==> config.mk <==
export PLATFORM = sky130hd
export DESIGN_NAME = vector_stream_assembler
export DESIGN_NICKNAME = d
export VERILOG_FILES = /design/src/rtl/lcmv_pkg.sv /design/src/rtl/vector_stream_assembler.sv
export SDC_FILE = /design/constraint.sdc
export NUM_CORES = 1
export LEC_CHECK = 0
export CAP_MARGIN = 20
export CORE_AREA = 2 2 182 112
export CTS_CLUSTER_SIZE = 30
export DETAILED_ROUTE_END_ITERATION = 10
export DIE_AREA = 0 0 184 114
export SKIP_CTS_REPAIR_TIMING = 1
export SYNTH_ARGS = -nofsm -noshare
export SYNTH_HDL_FRONTEND = slang
export SYNTH_SLANG_ARGS = --single-unit
==> constraint.sdc <==
create_clock -name clk -period 1.5 [get_ports clk]
set_input_delay 0.3 -clock clk [delete_from_list [all_inputs] [get_ports clk]]
set_output_delay 0.3 -clock clk [all_outputs]
set_load 0.01 [all_outputs]
==> src/rtl/lcmv_pkg.sv <==
// Shared types for the LCMV datapath: vector assembler FSM states.
package lcmv_pkg;

  typedef enum logic {
    FILL = 1'b0,
    FULL = 1'b1
  } asm_state_e;

endpackage

==> src/rtl/vector_stream_assembler.sv <==
// Packs LENGTH scalars into one vector; out_valid one cycle after the last accept.
// in_ready is low while a full vector waits for out_ready; no fill-through on release.
module vector_stream_assembler
  import lcmv_pkg::*;
#(
  parameter int SCALAR_BITS = 32,
  parameter int LENGTH      = 5,
  localparam int INDEX_WIDTH = $clog2(LENGTH),
  localparam int SIZE_BITS   = LENGTH * SCALAR_BITS
) (
  input  logic                   clk,
  input  logic                   rst,
  input  logic                   in_valid,
  output logic                   in_ready,
  input  logic [SCALAR_BITS-1:0] in_data,
  input  logic                   in_last,
  output logic                   out_valid,
  input  logic                   out_ready,
  output logic [SIZE_BITS-1:0]   out_vector,
  output logic                   frame_error,
  output logic [15:0]            vec_count
);

  localparam logic [INDEX_WIDTH-1:0] LAST_IDX = INDEX_WIDTH'(LENGTH - 1);

  asm_state_e                           state_q, state_d;
  logic [INDEX_WIDTH-1:0]               idx_q, idx_d;
  logic                                 fe_d;
  logic [15:0]                          cnt_d;
  logic                                 load;
  logic [LENGTH-1:0][SCALAR_BITS-1:0]   data_q;

  assign in_ready   = (state_q == FILL);
  assign out_valid  = (state_q == FULL);
  assign out_vector = data_q;

  always_comb begin
    state_d = state_q;
    idx_d   = idx_q;
    fe_d    = 1'b0;
    cnt_d   = vec_count;
    load    = 1'b0;
    case (state_q)
      FILL: begin
        if (in_valid) begin
          load = 1'b1;
          if (idx_q == LAST_IDX) begin
            // A missing in_last is flagged but the vector still completes.
            state_d = FULL;
            idx_d   = '0;
            fe_d    = !in_last;
          end else if (in_last) begin
            idx_d = '0;
            fe_d  = 1'b1;
          end else begin
            idx_d = idx_q + INDEX_WIDTH'(1);
          end
        end
      end
      FULL: begin
        if (out_ready) begin
          state_d = FILL;
          cnt_d   = vec_count + 16'd1;
        end
      end
    endcase
  end

  always_ff @(posedge clk) begin
    if (rst) begin
      state_q     <= FILL;
      idx_q       <= '0;
      frame_error <= 1'b0;
      vec_count   <= 16'd0;
      data_q      <= '0;
    end else begin
      state_q     <= state_d;
      idx_q       <= idx_d;
      frame_error <= fe_d;
      vec_count   <= cnt_d;
      // Slices of a discarded partial vector are simply overwritten by the next one.
      if (load) data_q[idx_q] <= in_data;
    end
  end

endmodule

# Word-level counts from Yosys, hierarchy flattened
# Index checks and enable logic that the tools add are counted.
# op_classes
n_reduce_logical	5
muxes	13
n_eq_ne	1
bitwise	2
n_lt_le_gt_ge	2
n_addsub	2
# op_table
operator	n
$bwmux 160	1
$demux 32 s3	1
$mux 32	1
$add 16x1->16 const B	1
$mux 1	7
$mux 3	2
$lt 3x4->1 const B	1
$reduce_and 2->1	2
$add 3x1->3 const B	1
$eq 3x3->1 const B	1
$ge 3x1->1 const B	1
$reduce_or 3->1	1
$not 1->1	2
$pmux 1 s2	1
$logic_and 1x1->1	1
$logic_not 1->1	1
# totals
ff_bits	181
word_cells	34
in_bits	37
output_inout_bits	179

# Logic depth before layout (Yosys ltp)
# logic_depth
word_depth	5
mapped_depth	6
depth_no_buf	6

# Worst setup path after synthesis
# Ideal clock, no wire load.
# synth_timing
kind	register to register
from	reg vec_count[0]
to	reg vec_count[14]
stages_incl_launch_ff	6
setup_ns	0.070
synth_period_minus_slack_ns	1.524
arrival_time_ns	1.454
required_time_ns	1.430
path_buffers	0
slack_ns	-0.024
cell_sequence	dfxtp_1 ha_1 nand3_2 nor2_1 or4b_1 a21oi_1
# synth_via
elab_chain_len	1
# synth_lines
element	line_no	source
from (decl)	vector_stream_assembler.sv:21	output logic [15:0] vec_count
from (signal assigned)	vector_stream_assembler.sv:80	vec_count <= cnt_d;
$add 16x1->16	vector_stream_assembler.sv:63	cnt_d = vec_count + 16'd1;
# Every way passes these cells.
# A chain may end at the register's enable or synchronous reset.

# Worst setup path in the final report
# layout_timing
from	in out_ready
to	reg vec_count[15]
# layout_via
elab_chain_len	1
# layout_lines
element	line_no	source
from (decl)	vector_stream_assembler.sv:18	input logic out_ready,
$reduce_and 2->1 (no line)	n/a	
# Every way passes these cells.

==> reports/results.ini <==
[detailed_routing]
wirelength_met1_mm=10.6
wirelength_mm=22.0
drt_iter0_drc=395
top_layer=met4
wl_met2_mm=9.39
ant_nets=0
drc=0
viasPerCell=4.72
via_count=6170
wire_per_inst_microns=16.8
dr.pass1.iters=4
route.met3.wl_mm=1.76

[grt]
grt_max_degree=52
grt_first_pass_wirelength_mm=32.3
grt_use_total_pct=20.1
grt_pass1_vias=5631
overflow=0
grt_antenna_before_repair=0

[logic_synthesis]
syn-cell-area_sq_um=6460
ys_ff_latch=181
synth-seq-area-share_pct=56.1
syn-num-nets=854
synth.distinct_cells=30
syn_area_per_cell_sq_um=7.94
syn_inst=814
ys.warnings.count=0

[clock_tree]
htreeDepth=4
insertion_delay_ns=0.42
clockBufferDepth=2
clk_pin_slew_ns=0.07
clockRootBuffer=clkbuf_16
clock-sinks=181
cts_tree=done
cts_buffers=17

[critical_path]
worstPathArrival_ns=1.84
crit_path_cell_trace=clkdlybuf4s50_1, and4_4, nand3_2, or4_1, a21oi_1
cp.required_ns=1.85
cpLargestDelayFamily=simple AND/OR/NAND/NOR gates
crit_type=input port to flop
max_stage_delay_ns=0.56
end_kind=flop
setup.worst_path.start_class=input port
cp_slowest_cell=clkdlybuf4s50_1
r2r_cells=4
critical_path.max_fanout=4
cp_num_buf_inv=1
worst-path-stages=5

[timing]
grt_setup_unrepaired=true
hold_viol_final=0
setup_viol=0
worst_hold_slack_ns=0.212
relSlewSlack_pct=77.0
slew_viol_final=0
fin_skew_ns=0.0110
finalCriticalPeriod_ns=1.49
fmax_ghz=0.672
layout_setup_ws_ns=0.0126
post-route-period-util_pct=99.2
worstMarginPinSlew_ns=0.343

[job]
maxCapViolations=0

[floorplanning]
num_rows=40
chipWidth_microns=184
die_h_microns=114
io-pin-count=216
fp.coreArea_sq_um=19500
initial_core_util_pct=33.1
die_area_sq_um=21000

[power_and_ir_drop]
peakVddDrop_uv=681
p_leak_nw=6.62
power.density_nw_per_um2=982
total_power_mw=10.2

[finish]
antenna-diode-count=0
layout-drive-gt1-share_pct=10.2
syn2layout_area_growth_pct=60.1
fill_cells=1783
fin_nets=1082

[placed_design]
hpwl_mm=14.6
gp_congestion=0.796
dp_slack_ns=-0.373
port_buffers=215

[worst_hold_path]
hold_path_depth=2
holdCritPathClass=input port to flop

[run_status]
status=completed

## sequential cells by signal, summed over array words and instances, names as in the netlist
signal       cells
out_valid        1
idx_q            3
frame_error      1
out_vector     160
vec_count       16
## report_power, final
group | leakage (nW) | switching, mW | internal [mW]
clock | 0.278 | 1.99 | 2.49
sequential | 1.47 | 0.0416 | 4.89
combinational | 4.87 | 0.422 | 0.328
total | 6.62 | 2.46 | 7.70
## metal layers
| metal | vias up | GRT usage, % |
|---|---|---|
| met5 | - | 0 |
| met4 | 0 | 4.69 |
| li1 | 3102 | - |
| met3 | 12 | 7.57 |
| met1 | 2890 | 28.4 |
| met2 | 166 | 28.8 |
## area by class of cell
type | count | area (sq um) | share of cell area, %
Clock buffer | 19 | 433 | 4.18
Clock inverter | 12 | 143 | 1.38
Inverter | 4 | 15.0 | 0.145
Multi-Input combinational cell | 573 | 2630 | 25.5
Sequential cell | 181 | 3640 | 35.2
Tap cell | 252 | 315 | 3.05
Timing Repair Buffer | 265 | 3170 | 30.6
## cells in the final DEF, fill, tap and decap left out, drive strengths merged, types with 2 or more instances in the layout
| cell | synthesis | layout |
|---|---|---|
| a21oi | 168 | 168 |
| clkbuf | 36 | 21 |
| or3 | 2 | 2 |
| dfxtp | 181 | 181 |
| nand4 | 5 | 5 |
| dlymetal6s2s | 0 | 179 |
| and3 | 5 | 5 |
| xor2 | 8 | 8 |
| nor3 | 3 | 3 |
| xnor2 | 4 | 4 |
| nor2 | 15 | 15 |
| inv | 4 | 10 |
| ha | 3 | 3 |
| bufinv | 0 | 2 |
| nand2 | 332 | 332 |
| clkinvlp | 0 | 2 |
| and4 | 3 | 3 |
| nand3 | 11 | 11 |
| o21ai | 3 | 3 |
| clkdlybuf4s50 | 0 | 35 |
| buf | 20 | 49 |
| clkinv | 0 | 2 |
## cell usage after synthesis (all sizes together)
| library cell | number | area [sq um] |
|---|---|---|
| nor2 | 15 | 56.3 |
| inv | 4 | 15.0 |
| nand2 | 332 | 1250 |
| o21ai | 3 | 15.0 |
| o41ai | 1 | 8.76 |
| and2 | 1 | 6.26 |
| nor3b | 1 | 12.5 |
| xor2 | 8 | 70.1 |
| ha | 3 | 37.5 |
| and3 | 5 | 31.3 |
| nand3 | 11 | 60.1 |
| or3 | 2 | 12.5 |
| a21o | 1 | 7.51 |
| nor3 | 3 | 15.0 |
| o31ai | 1 | 7.51 |
| nand4 | 5 | 31.3 |
| dfxtp | 181 | 3620 |
| nor4 | 1 | 6.26 |
| a21oi | 168 | 841 |
| clkbuf | 36 | 135 |
| buf | 20 | 123 |
| or4b | 1 | 10.0 |
| xnor2 | 4 | 35.0 |
| or4 | 1 | 7.51 |
| o22a | 1 | 8.76 |
| nor2b | 1 | 6.26 |
| and4 | 3 | 26.3 |
| a32oi | 1 | 8.76 |
## final timing paths
path	start	end	slack [ns]
setup / recovery	out_ready	vec_count[15]$_SDFFE_PP0P_	0.01
hold / removal	rst	vec_count[5]$_SDFFE_PP0P_	0.21
setup reg to reg	vec_count[9]$_SDFFE_PP0P_	vec_count[14]$_SDFFE_PP0P_	0.02
hold reg to reg	out_vector[58]$_SDFFE_PP0P_	out_vector[58]$_SDFFE_PP0P_	0.45
## logic make-up (layout without fill, tap and decap cells)
group / Yosys count / after routing / synth area share (%)
compound gates: 176 / 176 / 13.9
xor+xnor: 12 / 12 / 1.63
fa+ha+maj: 3 / 3 / 0.581
buf+inv: 60 / 300 / 4.22
flops: 181 / 181 / 56.1
simple gates: 382 / 382 / 23.6
## per-stage QoR
| stage | cell area (sq um) | TNS (ns) | cells | utilization (%) |
|---|---|---|---|---|
| detailed placement | 9200 | -50.77 | 1272 | 47.1 |
| finish | 10300 | 0 | 1306 | 53.0 |
| floorplan | 6470 | 0 | 814 | - |
| global route | 10300 | -0.0539 | 1306 | 53.0 |
| CTS | 9770 | -25.20 | 1303 | 50.1 |
| global placement | 9200 | -44.91 | 1272 | 47.1 |
No activity file was read; power rests on OpenSTA's default activity.
